### src/rtl/video_pkg.sv
// video_pkg: shared widths and unpack phase encoding for the RGB video path
package video_pkg;
  localparam int PIXEL_W = 24;
  localparam int AXIS_W = 32;
  typedef enum logic [1:0] {P0, P1, P2, EXTRA} phase_t;
  function automatic phase_t next_phase(input phase_t p);
    return p == P0 ? P1 : p == P1 ? P2 : p == P2 ? EXTRA : P0;
  endfunction
endpackage

### src/rtl/sync_fifo.sv
// sync_fifo: single-clock FIFO with flush, level output and push-while-full when popping
module sync_fifo #(
  parameter int W = 24,
  parameter int DEPTH = 16
) (
  input  logic                     clk,
  input  logic                     rst,
  input  logic                     flush,
  input  logic                     push,
  input  logic [W-1:0]             din,
  input  logic                     pop,
  output logic [W-1:0]             dout,
  output logic [$clog2(DEPTH):0]   level,
  output logic                     full,
  output logic                     empty
);
  localparam int AW = $clog2(DEPTH);
  logic [W-1:0] mem [DEPTH];
  logic [AW:0] wptr, rptr;
  logic do_push, do_pop;
  assign level = wptr - rptr;
  assign empty = wptr == rptr;
  assign full = level == (AW+1)'(DEPTH);
  assign do_pop = pop && !empty && !flush;
  assign do_push = push && !flush && (!full || do_pop);
  assign dout = mem[rptr[AW-1:0]];
  // pointers carry an extra MSB so full and empty are distinguishable
  always_ff @(posedge clk) begin
    if (rst || flush) begin
      wptr <= '0;
      rptr <= '0;
    end else begin
      if (do_push) wptr <= wptr + 1'b1;
      if (do_pop) rptr <= rptr + 1'b1;
    end
  end
  // storage array, no reset needed since pointers gate visibility
  always_ff @(posedge clk) begin
    if (do_push) mem[wptr[AW-1:0]] <= din;
  end
endmodule

### src/rtl/axis_rgb_unpacker.sv
// axis_rgb_unpacker: unpacks a 32-bit little-endian RGB byte stream into 24-bit pixels for a video driver
module axis_rgb_unpacker
  import video_pkg::*;
#(
  parameter int FIFO_DEPTH = 16,
  parameter logic [PIXEL_W-1:0] UNDERFLOW_COLOR = 24'h000000
) (
  input  logic                          clk,
  input  logic                          rst,
  input  logic [AXIS_W-1:0]             s_axis_tdata,
  input  logic                          s_axis_tvalid,
  input  logic                          s_axis_tlast,
  output logic                          s_axis_tready,
  input  logic                          flush,
  input  logic                          data_req,
  output logic [PIXEL_W-1:0]            pixel_data,
  output logic                          underflow,
  output logic [$clog2(FIFO_DEPTH):0]   fifo_level
);
  phase_t state;
  logic [23:0] held;
  logic [PIXEL_W-1:0] push_pix, fifo_dout;
  logic fifo_full, fifo_empty, accept, extra_push, pop_ok, cut;
  assign s_axis_tready = !rst && !flush && state != EXTRA && !fifo_full;
  assign accept = s_axis_tvalid && s_axis_tready;
  assign pop_ok = data_req && !flush && !fifo_empty;
  assign extra_push = !rst && !flush && state == EXTRA && (!fifo_full || pop_ok);
  assign cut = s_axis_tlast && state != P2;
  // pixel assembled from the current word and the bytes held from earlier words
  always_comb begin
    push_pix = state == P0 ? s_axis_tdata[23:0] :
               state == P1 ? {s_axis_tdata[15:0], held[7:0]} :
               state == P2 ? {s_axis_tdata[7:0], held[15:0]} : held;
  end
  sync_fifo #(.W(PIXEL_W), .DEPTH(FIFO_DEPTH)) u_fifo (
    .clk   (clk),
    .rst   (rst),
    .flush (flush),
    .push  (accept || extra_push),
    .din   (push_pix),
    .pop   (data_req),
    .dout  (fifo_dout),
    .level (fifo_level),
    .full  (fifo_full),
    .empty (fifo_empty)
  );
  // phase FSM: tlast drops residue except after P2, whose leftover pixel still drains through EXTRA
  always_ff @(posedge clk) begin
    if (rst || flush) begin
      state <= P0;
      held <= '0;
    end else if (accept) begin
      state <= cut ? P0 : next_phase(state);
      held <= cut ? 24'h0 :
              state == P0 ? {16'h0, s_axis_tdata[31:24]} :
              state == P1 ? {8'h0, s_axis_tdata[31:16]} : s_axis_tdata[31:8];
    end else if (extra_push) begin
      state <= P0;
      held <= '0;
    end
  end
  // one-cycle pixel delivery; empty requests outside a flush mark sticky underflow
  always_ff @(posedge clk) begin
    if (rst) begin
      pixel_data <= '0;
      underflow <= 1'b0;
    end else if (data_req) begin
      pixel_data <= pop_ok ? fifo_dout : UNDERFLOW_COLOR;
      underflow <= underflow || (!flush && fifo_empty);
    end
  end
endmodule

### config.mk
export PLATFORM = sky130hd
export DESIGN_NAME = axis_rgb_unpacker
export DESIGN_NICKNAME = d
export VERILOG_FILES = /design/src/rtl/video_pkg.sv /design/src/rtl/sync_fifo.sv /design/src/rtl/axis_rgb_unpacker.sv
export SDC_FILE = /design/constraint.sdc
export NUM_CORES = 1
export LEC_CHECK = 0
export BUFFER_PORTS_ARGS = -buffer_cell sky130_fd_sc_hd__buf_2
export CAP_MARGIN = 40
export CORE_MARGIN = 2
export CORE_UTILIZATION = 55
export CTS_BUF_LIST = sky130_fd_sc_hd__clkbuf_4
export DETAILED_ROUTE_END_ITERATION = 6
export PLACE_DENSITY = 0.73
export SLEW_MARGIN = 20
export SYNTH_ARGS = -nofsm -noshare
export SYNTH_HDL_FRONTEND = slang
export SYNTH_SLANG_ARGS = --single-unit
export TNS_END_PERCENT = 50
### constraint.sdc
create_clock -name clk -period 12.9 [get_ports clk]
set_input_delay 2.58 -clock clk [delete_from_list [all_inputs] [get_ports clk]]
set_output_delay 2.58 -clock clk [all_outputs]
set_load 0.03 [all_outputs]
# Word level (Yosys, flattened, before mapping)
# Memory sizes are Yosys's and may differ from the RTL's. A register that Yosys moved wholly into a read port is not among the register bits.
# Index checks and enable logic that the tools add are counted.
# op_classes
n_reduce_logical	25
n_addsub	3
n_eq_ne	7
mux	19
# ops
cell	n
2-to-1 mux 24 bit	9
logical AND 1 bit	14
2-to-1 mux 2 bit	6
adder 5 x 1 -> 5 bit, second input constant	2
2-to-1 mux 4 bit	2
== test 5 bit	1
== test 5 bit, second input constant	1
logical OR 1 bit	5
subtractor 5 bit	1
== test 2 bit, second input constant	2
zero test 1 bit	4
!= test 2 bit, second input constant	2
== test 2 x 1 -> 1 bit, second input constant	1
zero test 2 bit	1
2-to-1 mux 1 bit	2
nonzero test 2 bit	1
# totals
inputBits	38
ramBits	384
n_memories	1
register_bits	61
elab_cells	61
# memory_table
memory	words	word_bits	rd	rd_ports_with_merged_regs	write_ports	line	rtl
u_fifo.mem	16	24	1	1	1	sync_fifo.sv:18	logic [W-1:0] mem [DEPTH];

# Logic depth before layout (Yosys ltp)
# Gate-level depths: netlist of run 1.
# depth
word_depth	10
ltp_mapped	12
mapped_depth_nobuf	10

# By module
# Synthesis of run 1 repeated with hierarchy kept, for this count alone.
# unflattened
hier_cells	948
area_unflattened_um2	18054.8
# modules_own_cells
mod	area_per_inst_um2	instances	cells_per_inst
sync_fifo	15426.0	1	660
axis_rgb_unpacker	2628.8	1	288

# Worst setup path after synthesis of run 1
# Ideal clock, no wire load.
# synth_path
kind	in2reg
startpoint	in rst
endpoint	mem u_fifo.mem[0][0] (enable)
arrival_time_ps	6133
path_stages	6
n_path_buf	1
setup_slack_ps	6292
t_required_ps	12426
path_cell_list	clkbuf_1 nor2_1 and3_1 o31a_1 nor2_1 nor4b_1
# synth_between
elab_chain_cells	10
word_cells_on_any_way	12
classes_between	mux: 2; reduce/logical: 10
# synth_rtl
element	line	rtl
start, declared	axis_rgb_unpacker.sv:9	input logic rst,
zero test 1 bit (*)	axis_rgb_unpacker.sv:24, axis_rgb_unpacker.sv:27	
logical AND 1 bit (*)	axis_rgb_unpacker.sv:24, axis_rgb_unpacker.sv:27	
logical AND 1 bit (2 in a row)	axis_rgb_unpacker.sv:24	assign s_axis_tready = !rst && !flush && state != EXTRA && !fifo_full;
logical AND 1 bit	axis_rgb_unpacker.sv:25	assign accept = s_axis_tvalid && s_axis_tready;
logical OR 1 bit (*)	axis_rgb_unpacker.sv:39	.push (accept || extra_push),
logical AND 1 bit (*) (2 in a row)	sync_fifo.sv:25	assign do_push = push && !flush && (!full || do_pop);
2-to-1 mux 1 bit (*)	sync_fifo.sv:39	if (do_push) mem[wptr[AW-1:0]] <= din;
2-to-1 mux 1 bit (implied by the code) (*)	sync_fifo.sv:39	
end, declared	sync_fifo.sv:18	
# Every way passes the cells marked *; elsewhere a longest branch is shown, timed or not.

# Worst setup path in the final report of run 1
# layout_path
startpoint	in rst
endpoint	out s_axis_tready
# layout_between
elab_chain_cells	4
# layout_rtl
element	line	rtl
zero test 1 bit	axis_rgb_unpacker.sv:24	
logical AND 1 bit (3 in a row)	axis_rgb_unpacker.sv:24	
end, declared	axis_rgb_unpacker.sv:13	output logic s_axis_tready,
# No other way between the ends.

==> metrics.cfg, run 1 <==
[placement]
gp_congestion=0.786
io_buffers=68
place_ws_ps=6440
place_area_mm2=0.0190
dp_hpwl_um=21400

[layout]
final_cell_mix=384 x edfxtp_1, 175 x clkbuf_4, 120 x mux4_2
stdcell_area_mm2=0.0205
area_growth_pct=14.8
layout_commonest_cell=edfxtp_1
fin_nets=1159
final_util=0.636
drive_above_1_share=0.378

[global_route]
grt_max_degree=58
grt.total_usage=0.230
grt_pass1_wl_um=56900
grt_antenna_before_repair=1
grt_pass1_vias=9595
overflow=0

[clock_network]
cts_sinks=449
clock-root-buffer=clkbuf_4
post_cts_buffers=0
clk_path_buf_depth=3
h-tree-depth=3
clock_latency_ps=770
clk_pin_slew_ps=60
cts_made_buffers=108
cts_resized=0
hold_buffers=0
cts_tree=built

[route]
drt-initial-drc-count=835
drtAntennaViolNets=0
viasPerCell=5.75
routedWlPerCell_um=22.7
vias=9447
routed_wl_um=37300
drc=0
dr.pass1.iters=5

[power_and_ir_drop]
power_density_mw_per_mm2=139
ir_drop_uv=65.3
p_leak_uw=0.00676
p_total_uw=2850

[hold_path]
min_path_cells=1
hp-class=flip-flop to flip-flop

[setup_path]
r2r_slack_ps=9040
crit_path_start_kind=primary input
r2r_end=u_fifo.mem[14][12]$_DFFE_PP_
path_class=primary input to output pin
rr_worst_depth=11
crit_slowest_cell=buf_2
crit_fanout=28
setup.worst_path.end_class=output pin
crit_path_start=rst
crit_end=s_axis_tready
crit_path_max_incr_delay_ps=530
arrival_ps=3830
crit_chain=buf_2 -> or2_1 -> nor3_1 -> buf_2
crit_top_cell=buf_2
worstPathRequired_ps=10320
reg2reg_from=u_fifo.wptr[0]$_SDFFE_PN0P_

[synthesis]
yosys_warnings=0
syn_nets=992
synth_cell_types=47
synth_flop_cell=edfxtp_1
async_reset_ff_frac=0
ys_ff_latch=449
synth_seq_area_share=0.718
synth_top_area_share=0.645
avgSynthCellArea_um2=19.0
netlist_instances=940
syn_area_mm2=0.0179
ys_top_cells_by_area=edfxtp_1 65%, mux4_2 15%, dfxtp_1 7.3%
synth_edf_count=384
yosysTopAreaCell=edfxtp_1

[sta]
max_slew.worst_pin.slew_ps=759
min_period_ps=6410
worst_slack_ps=6490
rsz0062_at_grt=false
drv_slew=0
hold_viol=0
fmax_ghz=0.156
finalSetupViolations=0
finalCritPeriodShare=0.497
fin_skew_ps=55.8
slew_headroom=0.494
tns_ps=0

[die]
num_rows=66
die_x_um=184
die_h_um=184
start_util=0.553
coreArea_mm2=0.0323
io_pins=69
dieArea_mm2=0.0339

[job]
max_cap_viol_count=0

[run_status]
run_status=complete, no violations

## area by class of cell
type	count	area (um2)
Inverter	13	48.8
Sequential cell	449	12800
Antenna cell	2	5.00
Timing Repair Buffer	113	779
Clock buffer	175	1310
Tap cell	442	553
Clock inverter	27	149
Fill cell	2250	11800
Multi-Input combinational cell	422	4830
## metrics by stage
| step | hold slack [ps] | instances |
|---|---|---|
| after floorplan | 429 | 940 |
| after global placement | 442 | 1431 |
| after detailed placement | 444 | 1437 |
| after CTS | 465 | 1639 |
| after global routing | 479 | 1642 |
| final | 460 | 1643 |
## flip-flops by register name (all words and copies together) (netlist names), named ones only
register	count
u_fifo.mem	384
held	24
pixel_data	24
u_fifo.rptr	5
u_fifo.wptr	5
state	2
underflow	1
## synthesized netlist by cell type (5+ instances only)
master	number
edfxtp_1	384
mux4_2	120
dfxtp_1	65
nor2_1	59
a21oi_1	45
mux2i_1	36
clkbuf_1	33
nor2b_1	25
nand2_1	23
o21ai_0	17
o2bb2ai_1	17
ha_1	13
inv_1	12
nor3b_1	9
a22o_1	8
buf_1	8
buf_2	8
mux2_2	8
buf_4	5
nand2b_1	5
xnor2_1	5
## critical path: cells and delay by family
family,cells,cell delay (ps)
simple gates,2,510
buf+inv,2,720
## routing by layer
| layer | vias up | share of wire | GRT usage |
|---|---|---|---|
| met2 | 362 | 0.49 | 0.376 |
| met4 | 0 | 0.0094 | 0.0656 |
| li1 | 4197 | - | - |
| met5 | - | 0 | 0 |
| met3 | 37 | 0.075 | 0.0476 |
| met1 | 4851 | 0.42 | 0.319 |
## report_power, final
part / internal [uW] / total [uW] / switching [uW] / leakage (uW)
logic: 29.9 / 87.0 / 57.1 / 0.00190
registers: 1580 / 1580 / 2.59 / 0.00398
clock network: 636 / 1180 / 546 / 0.000877
total: 2250 / 2850 / 605 / 0.00676
## worst min path at each step
| stage | startpoint | endpoint | slack (ps) |
|---|---|---|---|
| floorplan | held[0]$_SDFFE_PN0P_ | held[0]$_SDFFE_PN0P_ | 430 |
| global placement | held[2]$_SDFFE_PN0P_ | held[2]$_SDFFE_PN0P_ | 440 |
| detailed placement | held[6]$_SDFFE_PN0P_ | held[6]$_SDFFE_PN0P_ | 440 |
| CTS | held[6]$_SDFFE_PN0P_ | held[6]$_SDFFE_PN0P_ | 460 |
| global route | held[0]$_SDFFE_PN0P_ | held[0]$_SDFFE_PN0P_ | 480 |
| finish | held[6]$_SDFFE_PN0P_ | held[6]$_SDFFE_PN0P_ | 460 |
## logic make-up (layout without fill, tap and decap cells)
logic type,count (synthesis),count (layout),share of synthesized area
flops,449,449,0.718
buf+inv,69,328,0.0169
xor+xnor,8,8,0.00476
other cells,0,2,0
simple gates,138,138,0.0381
fa+ha+maj,14,14,0.0102
mux,164,164,0.176
compound gates,98,98,0.0354
No activity file was read; power rests on OpenSTA's default activity.
==> inputs of run 2 (changes only) <==
Settings changed: ABC_AREA set to 1, PLACE_DENSITY 0.73 to 0.76.
Clock period 12.9 ns to 5.2 ns, I/O delays scaled along.
==> run 2 against run 1 <==
- the flow now finishes with violations (design-rule violations)
- critical path depth rose by 6
- combinational power rose to 2.9 times the previous value
- clock power rose to 2.5 times the previous value
- final cell count rose by 46%
- flip-flop and latch count did not move
- utilization fell by 0.95 points
- cell area rose by 4.6%
- first-iteration DRC count rose by 100%
- wire length rose by 33%
- clock skew fell by 24 ps
- synthesized cell count rose by 86%
- critical path type is now flip-flop to output pin
- critical endpoint unchanged
- largest cell class unchanged
- largest power group unchanged
==> metrics.cfg, run 2 <==
[run_status]
run_status=finished, violations left
failed_checks=design-rule violations

[layout]
nFillCells=2659
final_cell_mix=476 x nand2_1, 384 x edfxtp_1, 248 x nand3_1
stdcell_count=2406
drive_above_1_share=0.188
area_growth_pct=13.0
fin_nets=1909
layout_commonest_cell=nand2_1
largest_reg_flops=384

[route]
drc=22
routedWlPerCell_um=20.6
drtAntennaViolNets=0
dr.pass1.iters=7
viasPerCell=5.86
drt-initial-drc-count=1693
vias=14100
routed_wl_um=49500

[sta]
hold_viol=0
rsz0062_at_grt=false
min_period_ps=4180
finalSetupViolations=0
finalCritPeriodShare=0.803
max_slew.worst_pin.slew_ps=895
fin_skew_ps=31.5
slew_headroom=0.403
fmax_ghz=0.239
tns_ps=0
whs_ps=463
drv_slew=0

[placement]
gp_congestion=0.879
io_buffers=68
dp_hpwl_um=29900
dp.cells=2194

[die]
die_h_um=190
num_rows=68
dieArea_mm2=0.0361
coreArea_mm2=0.0343
die_x_um=190
io_pins=69
start_util=0.554

[clock_network]
clk_path_buf_depth=3
cts_sinks=449
cts_tree=built
hold_buffers=0
h-tree-depth=3
clock_latency_ps=780
cts_made_buffers=110
cts_resized=0
post_cts_buffers=0
clock-root-buffer=clkbuf_4
clk_pin_slew_ps=60

[synthesis]
ys_ff_latch=449
synth_top_area_share=0.607
syn_area_mm2=0.0190
synth_cell_types=36
synth-compound-area-share=0.0823
netlist_instances=1749
synth_seq_area_share=0.675
syn_nets=1801
synth_top_family_by_area=simple AND/OR/NAND/NOR gates
async_reset_ff_frac=0
synth_flop_cell=edfxtp_1
yosys_warnings=0
synth_commonest_cells=476 x nand2_1, 384 x edfxtp_1, 248 x nand3_1, 172 x a21oi_1, 71 x nor2_1
synth_fa_ha_area_frac=0.00961
yosys.cell_count.top_type=nand2_1
avgSynthCellArea_um2=10.9
synth_xor_area_frac=0.00184
ys_top_cells_by_area=edfxtp_1 61%, nand2_1 9.4%, dfxtp_1 6.8%
synth_mux_area_frac=0
synthSimpleGateAreaFrac=0.193
synth_edf_count=384
yosysTopAreaCell=edfxtp_1

[global_route]
grt_pass1_vias=13700
overflow=0
grt_max_degree=95
grt_pass1_wl_um=75000
grt_antenna_before_repair=1
grt.total_usage=0.275

[setup_path]
crit_fanout=27
arrival_ps=3140
crit_path_start_kind=flip-flop
setup.worst_path.end_class=output pin
path_class=flip-flop to output pin
worstPathRequired_ps=4160

[power_and_ir_drop]
power_density_mw_per_mm2=333
ir_drop_uv=176
p_leak_uw=0.00754

[job]
max_cap_viol_count=0

[hold_path]
hp-class=flip-flop to flip-flop

[run 2: layer usage]
metal,vias to the layer above,global-route usage,share of wire
li1,6468,-,-
met3,111,0.0576,0.099
met1,6737,0.368,0.40
met5,-,0,0
met2,778,0.444,0.47
met4,0,0.110,0.029
[run 2: worst paths after layout]
| kind | endpoint | depth (start not counted) | startpoint | slack, ps |
|---|---|---|---|---|
| setup / recovery | s_axis_tready | 10 | u_fifo.wptr[0]$_SDFFE_PN0P_ | 1020 |
| hold / removal | pixel_data[14]$_SDFFE_PP0P_ | 2 | pixel_data[14]$_SDFFE_PP0P_ | 460 |
| hold reg to reg | pixel_data[14]$_SDFFE_PP0P_ | 2 | pixel_data[14]$_SDFFE_PP0P_ | 460 |
| setup reg to reg | u_fifo.mem[2][16]$_DFFE_PP_ | 11 | u_fifo.wptr[0]$_SDFFE_PN0P_ | 1460 |
[run 2: cell families after synthesis]
group | Yosys count
compound gates | 286
xor+xnor | 4
fa+ha+maj | 14
buf+inv | 157
flops | 449
simple gates | 839
[run 2: worst max-delay path, cell delays in order, from the launching register on]
cell and delay (ps):
dfxtp_1 380, inv_1 130, ha_1 230, fa_1 410, nand3b_1 210, nand3_1 120
nand2_2 80, nand3_2 70, and2_1 120, buf_4 350, buf_2 280
[run 2: through the flow]
stage               utilization  area (um2)  power, uW  setup WS (ps)
global placement          0.574       19700       4240           1270
CTS                       0.621       21300       7180            982
global route              0.626       21500       7380            860
detailed placement        0.579       19800       4250           1250
floorplan                     -       19000       4140           1560
finish                    0.626       21500       7150           1020
[run 2: final cells by class]
type / instances / area (um2) / share of cell area
Sequential cell: 449 / 12800 / 0.598
Antenna cell: 1 / 2.50 / 0.000117
Multi-Input combinational cell: 1143 / 5570 / 0.259
Timing Repair Buffer: 112 / 865 / 0.0403
Inverter: 41 / 156 / 0.00729
Tap cell: 455 / 569 / 0.0265
Clock inverter: 36 / 196 / 0.00915
Clock buffer: 169 / 1270 / 0.0591
[run 2: power breakdown]
group	leakage [uW]	total, uW	switching [uW]	internal, uW
Combinational	0.00269	255	191	63.6
Sequential	0.00398	3930	6.48	3920
Clock	0.000864	2970	1390	1580
Total	0.00754	7150	1590	5560
==> inputs of run 3 (changes only) <==
Settings changed: ABC_AREA 1 to 0, PLACE_DENSITY 0.76 to 0.73.
Clock period 5.2 ns to 3.9 ns, I/O delays scaled along.
==> run 3 against run 2 <==
- the flow now finishes without violations
- first-iteration DRC count shrank 39%
- via count decreased by 32%
- register-to-register slack got worse by 1100 ps
- non-clock buffer count up 14
==> metrics.cfg, run 3 (synthesized netlist as in run 1, its figures left out) <==
[route]
drtAntennaViolNets=0
dr.pass1.iters=5
vias=9558
drc=0
viasPerCell=5.79
routed_wl_um=38500
routedWlPerCell_um=23.3
drt-initial-drc-count=1025

[setup_path]
r2r_end=u_fifo.mem[0][7]$_DFFE_PP_
rr_worst_depth=13
worstPathRequired_ps=3120
crit_path_max_incr_delay_ps=490
crit_end=s_axis_tready
path_class=flip-flop to output pin
setup.worst_path.end_class=output pin
crit_chain=inv_1 -> ha_1 -> fa_1 -> inv_1 -> or3_1 -> nor3_1 -> nor3_1 -> buf_2
arrival_ps=2930
reg2reg_from=u_fifo.wptr[0]$_SDFFE_PN0P_
r2r_slack_ps=350
crit_path_start_kind=flip-flop
crit_path_start=u_fifo.wptr[0]$_SDFFE_PN0P_
crit_slowest_cell=fa_1
crit_fanout=6

[global_route]
grt_antenna_before_repair=4
grt_pass1_wl_um=58600
overflow=0
grt.total_usage=0.239
grt_max_degree=52
grt_pass1_vias=9683

[clock_network]
clk_path_buf_depth=3
clock-root-buffer=clkbuf_4
cts_sinks=449
clk_pin_slew_ps=70
hold_buffers=0
cts_made_buffers=108
clock_latency_ps=780
cts_tree=built
h-tree-depth=3

[placement]
gp_congestion=0.858
dp_hpwl_um=24800
io_buffers=68

[sta]
slew_headroom=0.552
fin_skew_ps=57.1
hold_viol=0
whs_ps=274
drv_slew=0
fmax_ghz=0.270
tns_ps=0
finalCritPeriodShare=0.951
finalSetupViolations=0
max_slew.worst_pin.slew_ps=672
min_period_ps=3710

[layout]
layout_commonest_cell=edfxtp_1
nFillCells=2256
fin_nets=1172
largest_reg_flops=384
final_cell_mix=384 x edfxtp_1, 157 x clkbuf_4, 120 x mux4_2
drive_above_1_share=0.376
area_growth_pct=15.6

[power_and_ir_drop]
p_comb_frac=0.033
power_frac_seq=0.558
ir_drop_uv=282
p_int_uw=7330
power_density_mw_per_mm2=454
switching_share=0.218
clkPwrFrac=0.408
p_leak_uw=0.00690
switchingPower_uw=2040

[hold_path]
hp-class=primary input to flip-flop

[die]
die_x_um=184
start_util=0.553
io_pins=69
dieArea_mm2=0.0339
die_h_um=184
num_rows=66
coreArea_mm2=0.0323

[job]
max_cap_viol_count=0

[run_status]
run_status=complete, no violations

## run 3: changes by cell type in the layout (fill, tap and decap cells not counted), sizes merged, moves of 17 or more
| cell | previous run | this run |
|---|---|---|
| nand2 | 483 | 23 |
| nor2b | 0 | 25 |
| mux4 | 0 | 120 |
| inv | 41 | 15 |
| nand3 | 269 | 0 |
| a21oi | 191 | 45 |
| o21ai | 75 | 17 |
| mux2i | 0 | 36 |
| o2bb2ai | 0 | 17 |
## run 3: worst min path at each step
stage,cells past startpoint,slack (ps),from,endpoint
floorplan,1,430,held[0]$_SDFFE_PN0P_,held[0]$_SDFFE_PN0P_
global placement,1,440,held[0]$_SDFFE_PN0P_,held[0]$_SDFFE_PN0P_
detailed placement,1,440,held[2]$_SDFFE_PN0P_,held[2]$_SDFFE_PN0P_
CTS,2,200,s_axis_tdata[24],held[16]$_SDFFE_PN0P_
global route,2,210,s_axis_tdata[25],held[17]$_SDFFE_PN0P_
finish,2,270,s_axis_tdata[24],held[16]$_SDFFE_PN0P_
## run 3: final cells by class
class                   count  area, um2  share of cell area
diodes                      2       5.00            0.000242
flip-flops and latches    449      12800               0.622
repair buffers            126        867              0.0420
clock buffers             157       1180              0.0571
inverters                  13       48.8             0.00236
well taps                 442        553              0.0268
clock inverters            41        244              0.0118
multi-input cells         422       4920               0.238
## run 3: stage by stage
step / cell area (um2) / instances / power, uW / utilization / worst slack (ps)
CTS: 20600 / 1649 / 9470 / 0.639 / 20.7
finish: 20700 / 1652 / 9380 / 0.640 / 191
floorplan: 18000 / 940 / 5510 / - / -336
global route: 20700 / 1652 / 9750 / 0.640 / -21.5
detailed placement: 19200 / 1451 / 5650 / 0.595 / 401
global placement: 19100 / 1447 / 5640 / 0.593 / 501
## run 3: metal layers
metal | track usage | wire [um]
met5 | 0 | 0
met2 | 0.372 | 18600
met4 | 0.0800 | 890
met3 | 0.0466 | 2580
met1 | 0.344 | 16500
## run 3: repair_timing
item                                    CTS  global route
gates resized for setup                   0             1
endpoints found under the setup margin    0             1
setup buffers                             0             1
## run 3: power groups by stage
stage / sequential (uW) / combinational, uW / clock [uW]
final: 5230 / 312 / 3830
after global routing: 5230 / 336 / 4180
after CTS: 5230 / 312 / 3920
after detailed placement: 5340 / 311 / 0
after global placement: 5340 / 301 / 0
after floorplan: 5350 / 159 / 0
## run 3: critical path: cells and delay by family (launching register included)
kind / cells / cell delay [ps]
DFF: 1 / 420
adders and majority gates: 2 / 710
and+or+nand+nor: 3 / 700
buffers and inverters: 3 / 360
